### src/rtl/alu_seq_unit.sv
// Execution stage: single-cycle logic ops, iterative shift-add MUL (WIDTH cycles in RUN).
// Results/flags registered and held until the next Done; Start is ignored while Busy.
module alu_seq_unit #(
  parameter int WIDTH = 17,
  parameter int OP_W  = 4,
  parameter int CNT_W = 5
) (
  input  logic             Clock,
  input  logic             Reset,
  input  logic             Start,
  input  logic [OP_W-1:0]  OpCode,
  input  logic [WIDTH-1:0] OperandA,
  input  logic [WIDTH-1:0] OperandB,
  output logic [WIDTH-1:0] Result,
  output logic             Zero,
  output logic             Carry,
  output logic             Busy,
  output logic             Done
);

  typedef enum logic [1:0] {
    S_IDLE,
    S_RUN,
    S_DONE
  } state_t;

  localparam logic [OP_W-1:0] OP_ADD = OP_W'(0);
  localparam logic [OP_W-1:0] OP_SUB = OP_W'(1);
  localparam logic [OP_W-1:0] OP_AND = OP_W'(2);
  localparam logic [OP_W-1:0] OP_OR  = OP_W'(3);
  localparam logic [OP_W-1:0] OP_XOR = OP_W'(4);
  localparam logic [OP_W-1:0] OP_SLT = OP_W'(5);
  localparam logic [OP_W-1:0] OP_SHL = OP_W'(6);
  localparam logic [OP_W-1:0] OP_SHR = OP_W'(7);
  localparam logic [OP_W-1:0] OP_MUL = OP_W'(8);

  state_t               state_q, state_d;
  logic [WIDTH-1:0]     result_q, result_d;
  logic                 zero_q, zero_d;
  logic                 carry_q, carry_d;
  logic [2*WIDTH-1:0]   mcand_q, mcand_d;
  logic [WIDTH-1:0]     mplier_q, mplier_d;
  logic [2*WIDTH-1:0]   acc_q, acc_d;
  logic [CNT_W-1:0]     cnt_q, cnt_d;

  logic [WIDTH:0]       sum;
  logic [WIDTH:0]       diff;
  logic [4:0]           sh_amt;
  logic                 sh_over;
  logic [WIDTH-1:0]     alu_res;
  logic                 alu_carry;
  logic [2*WIDTH-1:0]   acc_step;
  logic                 last_iter;

  // Single-cycle datapath works straight off the inputs; the result is captured at acceptance.
  always_comb begin
    sum       = {1'b0, OperandA} + {1'b0, OperandB};
    diff      = {1'b0, OperandA} - {1'b0, OperandB};
    sh_amt    = OperandB[4:0];
    sh_over   = (int'(sh_amt) >= WIDTH);
    alu_res   = '0;
    alu_carry = 1'b0;
    case (OpCode)
      OP_ADD: begin
        alu_res   = sum[WIDTH-1:0];
        alu_carry = sum[WIDTH];
      end
      OP_SUB: begin
        alu_res   = diff[WIDTH-1:0];
        alu_carry = diff[WIDTH];
      end
      OP_AND:  alu_res = OperandA & OperandB;
      OP_OR:   alu_res = OperandA | OperandB;
      OP_XOR:  alu_res = OperandA ^ OperandB;
      OP_SLT:  alu_res = {{(WIDTH-1){1'b0}}, ($signed(OperandA) < $signed(OperandB))};
      OP_SHL:  alu_res = sh_over ? '0 : (OperandA << sh_amt);
      OP_SHR:  alu_res = sh_over ? '0 : (OperandA >> sh_amt);
      default: alu_res = '0;
    endcase
  end

  always_comb begin
    acc_step  = mplier_q[0] ? (acc_q + mcand_q) : acc_q;
    last_iter = (cnt_q == CNT_W'(1));
  end

  always_comb begin
    state_d  = state_q;
    result_d = result_q;
    zero_d   = zero_q;
    carry_d  = carry_q;
    mcand_d  = mcand_q;
    mplier_d = mplier_q;
    acc_d    = acc_q;
    cnt_d    = cnt_q;
    case (state_q)
      S_IDLE, S_DONE: begin
        if (Start) begin
          if (OpCode == OP_MUL) begin
            state_d  = S_RUN;
            mcand_d  = {{WIDTH{1'b0}}, OperandA};
            mplier_d = OperandB;
            acc_d    = '0;
            cnt_d    = CNT_W'(WIDTH);
          end else begin
            state_d  = S_DONE;
            result_d = alu_res;
            zero_d   = (alu_res == '0);
            carry_d  = alu_carry;
          end
        end else begin
          state_d = S_IDLE;
        end
      end
      S_RUN: begin
        acc_d    = acc_step;
        mcand_d  = mcand_q << 1;
        mplier_d = mplier_q >> 1;
        cnt_d    = cnt_q - CNT_W'(1);
        if (last_iter) begin
          state_d  = S_DONE;
          result_d = acc_step[WIDTH-1:0];
          zero_d   = (acc_step[WIDTH-1:0] == '0);
          carry_d  = |acc_step[2*WIDTH-1:WIDTH];
        end
      end
      default: state_d = S_IDLE;
    endcase
  end

  always_ff @(posedge Clock) begin
    if (Reset) begin
      state_q  <= S_IDLE;
      result_q <= '0;
      zero_q   <= 1'b1;
      carry_q  <= 1'b0;
      mcand_q  <= '0;
      mplier_q <= '0;
      acc_q    <= '0;
      cnt_q    <= '0;
    end else begin
      state_q  <= state_d;
      result_q <= result_d;
      zero_q   <= zero_d;
      carry_q  <= carry_d;
      mcand_q  <= mcand_d;
      mplier_q <= mplier_d;
      acc_q    <= acc_d;
      cnt_q    <= cnt_d;
    end
  end

  assign Result = result_q;
  assign Zero   = zero_q;
  assign Carry  = carry_q;
  assign Busy   = (state_q == S_RUN);
  assign Done   = (state_q == S_DONE);

endmodule
### config.mk
export PLATFORM = sky130hd
export DESIGN_NAME = alu_seq_unit
export DESIGN_NICKNAME = d
export VERILOG_FILES = /design/src/rtl/alu_seq_unit.sv
export SDC_FILE = /design/constraint.sdc
export NUM_CORES = 1
export LEC_CHECK = 0
export CELL_PAD_IN_SITES_DETAIL_PLACEMENT = 1
export CELL_PAD_IN_SITES_GLOBAL_PLACEMENT = 2
export CORE_MARGIN = 2
export CORE_UTILIZATION = 38
export DETAILED_ROUTE_END_ITERATION = 7
export PLACE_DENSITY_LB_ADDON = 0.1
export SYNTH_ARGS = -nofsm -noshare
export SYNTH_HDL_FRONTEND = slang
export SYNTH_SLANG_ARGS = --single-unit
### constraint.sdc
create_clock -name Clock -period 11.5 [get_ports Clock]
set_input_delay 2.3 -clock Clock [delete_from_list [all_inputs] [get_ports Clock]]
set_output_delay 2.3 -clock Clock [all_outputs]
set_load 0.05 [all_outputs]
Word-level counts from Yosys, hierarchy flattened --
Cells that the tools add are included.
Word-level totals: input port bits 41, bits in registers 111, logic and storage cells 76, output and inout port bits 21
Operators by class: order comparisons 2, equal/unequal tests 15, add/sub/neg operators 4, reduce and logical (&&, ||, !) cells 9, mux-type cells 33, shift-type cells 2, bitwise logic cells 3
Operators with widths (number):
- 34-bit 2-to-1 mux | 5
- 17-bit case mux with 8 select lines | 1
- 34-bit case mux with 2 select lines | 2
- 17-bit 2-to-1 mux | 7
- 17-bit case mux with 2 select lines | 2
- 34-bit adder | 1
- 17-bit zero test | 2
- 17-bit by 17-bit adder with 18-bit output | 1
- 17-bit by 17-bit subtractor with 18-bit output | 1
- 17-bit AND | 1
- 17-bit less-than comparator | 1
- 17-bit bitwise OR | 1
- 17-bit OR reduction | 1
- 17-bit by 5-bit left shift with 17-bit output | 1
- 17-bit by 5-bit right shift with 17-bit output | 1
- 17-bit bitwise XOR | 1
- 4-bit by 3-bit == test with 1-bit output (second input constant) | 4
- 5-bit 2-to-1 mux | 2
- 5-bit case mux with 2 select lines | 1
- 4-bit by 2-bit == test with 1-bit output (second input constant) | 2
- 1-bit 2-to-1 mux | 6
- 2-bit 2-to-1 mux | 3
- 2-bit != test (second input constant) | 3
- 1-bit case mux with 2 select lines | 3
- 15 further kinds | 15

Depth between registers and ports, before layout --
depth after elaboration 7, gate-level depth with buffers 14, gate-level depth less buffers 12

Worst setup path after synthesis --
Ideal clock, no wire load.
path kind input-to-reg, start input OperandB[2], end register zero_q (netlist: Zero), required time 11399 ps, setup slack 6197 ps, setup time 101 ps, data arrival time 5202 ps, stages 14, buffers on the path 3, cell sequence buf_2 -> inv_2 -> buf_1 -> ha_1 -> buf_2 -> o21bai_1 -> a2111oi_2 -> nor2_1 -> a21o_1 -> a311oi_2 -> o22a_1 -> o22ai_1 -> or4_1 -> o41ai_1
On the way: word-level cells in the longest chain between the ends 7, elaborated cells between the ends (all ways) 16, those cells by class add/sub: 2; order compare: 2; shift: 2; mux: 6; bitwise: 3; reduce/logical: 1
RTL lines:
- start, declared | line 13 | input logic [WIDTH-1:0] OperandB,
- parallel branches: the longest is 2 deep, another holds 17-bit by 17-bit subtractor with 18-bit output
- 17-bit case mux with 8 select lines (*) | line 63 | case (OpCode)
- 17-bit zero test (*) | line 108 | zero_d = (alu_res == '0);
- 1-bit 2-to-1 mux (*) | line 99 | if (OpCode == OP_MUL) begin
- 1-bit 2-to-1 mux (*) | line 98 | if (Start) begin
- 1-bit case mux with 2 select lines (*) | line 96 | case (state_q)
- end signal, assigned | line 144 | zero_q <= zero_d;
- end, declared | line 39 | logic zero_q, zero_d;
Mark *: on every way between the ends. The select of a mux whose other input is x is not followed. A chain may end at the register's enable or synchronous reset.

Worst setup path in the final report --
Same ends and word-level chain as after synthesis.

==> flow_results.xml <==
<?xml version="1.0" encoding="UTF-8"?>
<metrics>
  <group name="global_routing">
    <metric name="grt_antenna_before_repair" unit="">0</metric>
    <metric name="grt_pass1_wl" unit="µm">74900</metric>
    <metric name="remaining_global_route_overflow" unit="">0</metric>
    <metric name="grt_start_max_net_pins" unit="">65</metric>
    <metric name="globalRouteTotalUtil" unit="%">31.2</metric>
    <metric name="grt_pass1_vias" unit="">11992</metric>
  </group>
  <group name="floorplanning">
    <metric name="dieArea" unit="µm²">31400</metric>
    <metric name="die_height" unit="µm">177</metric>
    <metric name="starting_utilization_of_the_core_area" unit="%">38.5</metric>
    <metric name="io_pins" unit="">62</metric>
    <metric name="std_cell_core_area" unit="µm²">29600</metric>
    <metric name="core.rowCount" unit="">63</metric>
    <metric name="die_width" unit="µm">177</metric>
  </group>
  <group name="worst_setup_path">
    <metric name="critical_path_arrival" unit="ns">6.57</metric>
    <metric name="critPathKind" unit="">in -&gt; reg</metric>
    <metric name="worstRegToRegCells" unit="">10</metric>
    <metric name="critical_path.startpoint" unit="">OperandB[2]</metric>
    <metric name="r2r_slack" unit="ns">7.71</metric>
    <metric name="reg2reg_launch_point" unit="">mcand_q[5]</metric>
    <metric name="cp.required" unit="ns">11.80</metric>
    <metric name="critical_path_peak_fanout" unit="">39</metric>
    <metric name="critPathCaptureType" unit="">flip-flop</metric>
    <metric name="timing.rr.end" unit="">Carry</metric>
    <metric name="setup.worst_path.end" unit="">Zero</metric>
    <metric name="worstSetupStartpointType" unit="">primary input</metric>
  </group>
  <group name="synthesis">
    <metric name="yosys.cell_types.count" unit="">89</metric>
    <metric name="most_used_standard_cell_by_instance_count_after_synthesis" unit="">sky130_fd_sc_hd__a21oi_1</metric>
    <metric name="avgSynthCellArea" unit="µm²">7.30</metric>
    <metric name="synth.yosys.seq_area_share" unit="%">19.5</metric>
    <metric name="synth.net_count" unit="">1697</metric>
    <metric name="cell_type_with_the_highest_aggregate_area_in_the_netlist" unit="">sky130_fd_sc_hd__dfxtp_1</metric>
    <metric name="post_synth_most_frequent_cells" unit="">sky130_fd_sc_hd__a21oi_1 (191), sky130_fd_sc_hd__nand2_1 (176), sky130_fd_sc_hd__nor2_1 (116)</metric>
    <metric name="synth.area.top_cells" unit="">sky130_fd_sc_hd__dfxtp_1 (20%), sky130_fd_sc_hd__ha_1 (10%), sky130_fd_sc_hd__a21oi_1 (8.4%)</metric>
    <metric name="synth-edff-count" unit="">0</metric>
    <metric name="netlist_area" unit="µm²">11400</metric>
    <metric name="synth_seq_cells" unit="">111</metric>
    <metric name="synth-main-ff-cell" unit="">sky130_fd_sc_hd__dfxtp_1</metric>
    <metric name="post-synth-top-area-fraction" unit="%">19.5</metric>
    <metric name="postSynthCellCount" unit="">1560</metric>
    <metric name="synthesis.yosys.warnings" unit="">0</metric>
    <metric name="async_flop_share" unit="%">0</metric>
  </group>
  <group name="run">
    <metric name="drv_cap" unit="">0</metric>
  </group>
  <group name="timing">
    <metric name="final_min_period_over_clock_period" unit="%">54.6</metric>
    <metric name="worst_hold_slack" unit="ns">0.456</metric>
    <metric name="grt_setup_unrepaired" unit="">no</metric>
    <metric name="setup_viol" unit="">0</metric>
    <metric name="tightestPinTransition" unit="ns">1.16</metric>
    <metric name="finalMaxSlewViolations" unit="">0</metric>
    <metric name="clock.fmax" unit="MHz">159</metric>
    <metric name="fin_setup_tns" unit="ns">0</metric>
    <metric name="post-route-min-period" unit="ns">6.28</metric>
    <metric name="fin_worst_skew" unit="ns">0.0182</metric>
    <metric name="worst_slew_margin_rel" unit="%">22.6</metric>
    <metric name="report.final.hold_viol_count" unit="">0</metric>
  </group>
  <group name="clocking">
    <metric name="ctsRootBufferMaster" unit="">sky130_fd_sc_hd__clkbuf_16</metric>
    <metric name="clkTransAtPathRegs" unit="ns">0.09</metric>
    <metric name="post_cts_resized" unit="">0</metric>
    <metric name="hold_buffers" unit="">0</metric>
    <metric name="cts_tree" unit="">done</metric>
    <metric name="tritoncts.num_buffers" unit="">9</metric>
    <metric name="h-tree-depth" unit="">3</metric>
    <metric name="clock_sink_count" unit="">111</metric>
    <metric name="number_of_buffers_between_clock_root_and_the_deepest_sink" unit="">2</metric>
    <metric name="cts_setup_buffers" unit="">0</metric>
    <metric name="insertion_delay" unit="ns">0.39</metric>
  </group>
  <group name="final_layout">
    <metric name="multi_input_comb_area" unit="µm²">8460</metric>
    <metric name="n_fill_cell" unit="">3660</metric>
    <metric name="layout.cell_area.non_filler" unit="µm²">12500</metric>
    <metric name="finalCoreUtilization" unit="%">42.2</metric>
    <metric name="num_antenna_cells" unit="">0</metric>
    <metric name="nNetsFinal" unit="">1674</metric>
    <metric name="drive_above_1_share" unit="%">6.42</metric>
    <metric name="area_of_all_sequential_standard_cells" unit="µm²">2220</metric>
    <metric name="area_growth_syn_to_layout" unit="%">9.43</metric>
  </group>
  <group name="min_path">
    <metric name="hold_class" unit="">reg -&gt; reg</metric>
    <metric name="holdPathStages" unit="">2</metric>
  </group>
  <group name="power_and_ir_drop">
    <metric name="max-vdd-ir-drop" unit="V">0.0000820</metric>
    <metric name="p_leak" unit="nW">4.61</metric>
    <metric name="power.density_cell_area" unit="nW/µm²">83.7</metric>
    <metric name="report.power.total" unit="mW">1.04</metric>
  </group>
  <group name="route">
    <metric name="via_count" unit="">12290</metric>
    <metric name="route.final.wire_length" unit="µm">48500</metric>
    <metric name="drt_first_pass_iters" unit="">5</metric>
    <metric name="drt-wirelength-per-cell" unit="µm">25.1</metric>
    <metric name="post-route-drc-count" unit="">0</metric>
    <metric name="drt-vias-per-instance" unit="">6.36</metric>
    <metric name="antenna_left" unit="">0</metric>
    <metric name="drt-initial-drc-count" unit="">877</metric>
  </group>
  <group name="place">
    <metric name="io_buffer_count" unit="">61</metric>
    <metric name="routabilityCongestion" unit="">1.01</metric>
    <metric name="detailedPlacementHpwl" unit="µm">36800</metric>
    <metric name="total_placed_instance_area" unit="µm²">12200</metric>
  </group>
  <group name="outcome">
    <metric name="outcome" unit="">finished, final reports clean</metric>
  </group>
</metrics>
-- cell type report --
| class | count | area share (%) |
|---|---|---|
| Clock buffer | 12 | 2.06 |
| Clock inverter | 3 | 0.341 |
| Tap cell | 390 | 3.91 |
| Inverter | 68 | 2.06 |
| Timing Repair Buffer | 80 | 5.94 |
| Multi-Input combinational cell | 1267 | 67.9 |
| Sequential cell | 111 | 17.8 |
-- cell usage in the layout, fill, tap and decap left out, types with 20 or more instances in the layout --
cell type	n
sky130_fd_sc_hd__a31oi_1	21
sky130_fd_sc_hd__a21oi_1	190
sky130_fd_sc_hd__o21ai_0	67
sky130_fd_sc_hd__mux2_2	21
sky130_fd_sc_hd__buf_4	20
sky130_fd_sc_hd__mux2i_1	23
sky130_fd_sc_hd__a211oi_1	27
sky130_fd_sc_hd__a21o_1	22
sky130_fd_sc_hd__a22oi_1	46
sky130_fd_sc_hd__nand2_1	175
sky130_fd_sc_hd__clkdlybuf4s50_1	58
sky130_fd_sc_hd__nand3_1	66
sky130_fd_sc_hd__dfxtp_1	111
sky130_fd_sc_hd__ha_1	93
sky130_fd_sc_hd__nor3_1	34
sky130_fd_sc_hd__inv_1	64
sky130_fd_sc_hd__o211ai_1	20
sky130_fd_sc_hd__nor2_1	115
-- where the power goes --
| group | leakage, nW | switching [mW] | internal, mW |
|---|---|---|---|
| combinational | 3.57 | 0.197 | 0.104 |
| sequential | 0.897 | 0.00697 | 0.391 |
| clock | 0.145 | 0.165 | 0.180 |
-- state kept, by name, indices dropped and copies added (netlist names) --
name and cells:
cnt_q 5, mcand_q 34, state_q 2, Zero 1, acc_q 34, mplier_q 17, Carry 1, Result 17
-- worst max-delay path, cell delays in order --
cell and delay, ns:
sky130_fd_sc_hd__clkdlybuf4s50_1 0.46, sky130_fd_sc_hd__buf_4 0.38, sky130_fd_sc_hd__inv_2 0.30, sky130_fd_sc_hd__ha_1 0.47, sky130_fd_sc_hd__a21oi_1 0.30, sky130_fd_sc_hd__nand3_1 0.21, sky130_fd_sc_hd__o211ai_1 0.23, sky130_fd_sc_hd__and2_1 0.26
sky130_fd_sc_hd__o32ai_1 0.12, sky130_fd_sc_hd__a2111oi_0 0.99, sky130_fd_sc_hd__nand4_1 0.20, sky130_fd_sc_hd__o41ai_1 0.33
-- routing by layer --
metal	track usage, %	vias to the layer above	part of all wire (%)
li1	-	5765	-
met1	41.4	6125	45
met2	51.7	308	47
met3	2.68	92	3.5
met4	13.1	0	4.0
met5	0	-	0
-- per-stage QoR --
step / instances / setup slack [ns]
2_1_floorplan: 1560 / 6.20
3_3_place_gp: 1916 / 4.83
3_5_place_dp: 1916 / 4.78
4_1_cts: 1931 / 5.21
5_1_grt: 1931 / 5.00
6_report: 1931 / 5.22
-- worst min-delay path by stage --
stage                 start            to
5_1_grt        mplier_q[11]  mplier_q[11]
4_1_cts         mplier_q[3]   mplier_q[3]
3_3_place_gp   mplier_q[14]  mplier_q[14]
3_5_place_dp      Result[6]     Result[6]
6_report          Result[6]     Result[6]
2_1_floorplan  mplier_q[10]  mplier_q[10]
-- cell families after synthesis --
logic type,synth area share (%)
adder cells (fa/ha/maj),10.7
flip-flops,19.5
AO/OA/AOI/OAI,31.6
multiplexers,7.06
buffers and inverters,6.48
AND/OR/NAND/NOR,23.3
XOR/XNOR,1.31
Power figures use the tool's default switching activity.
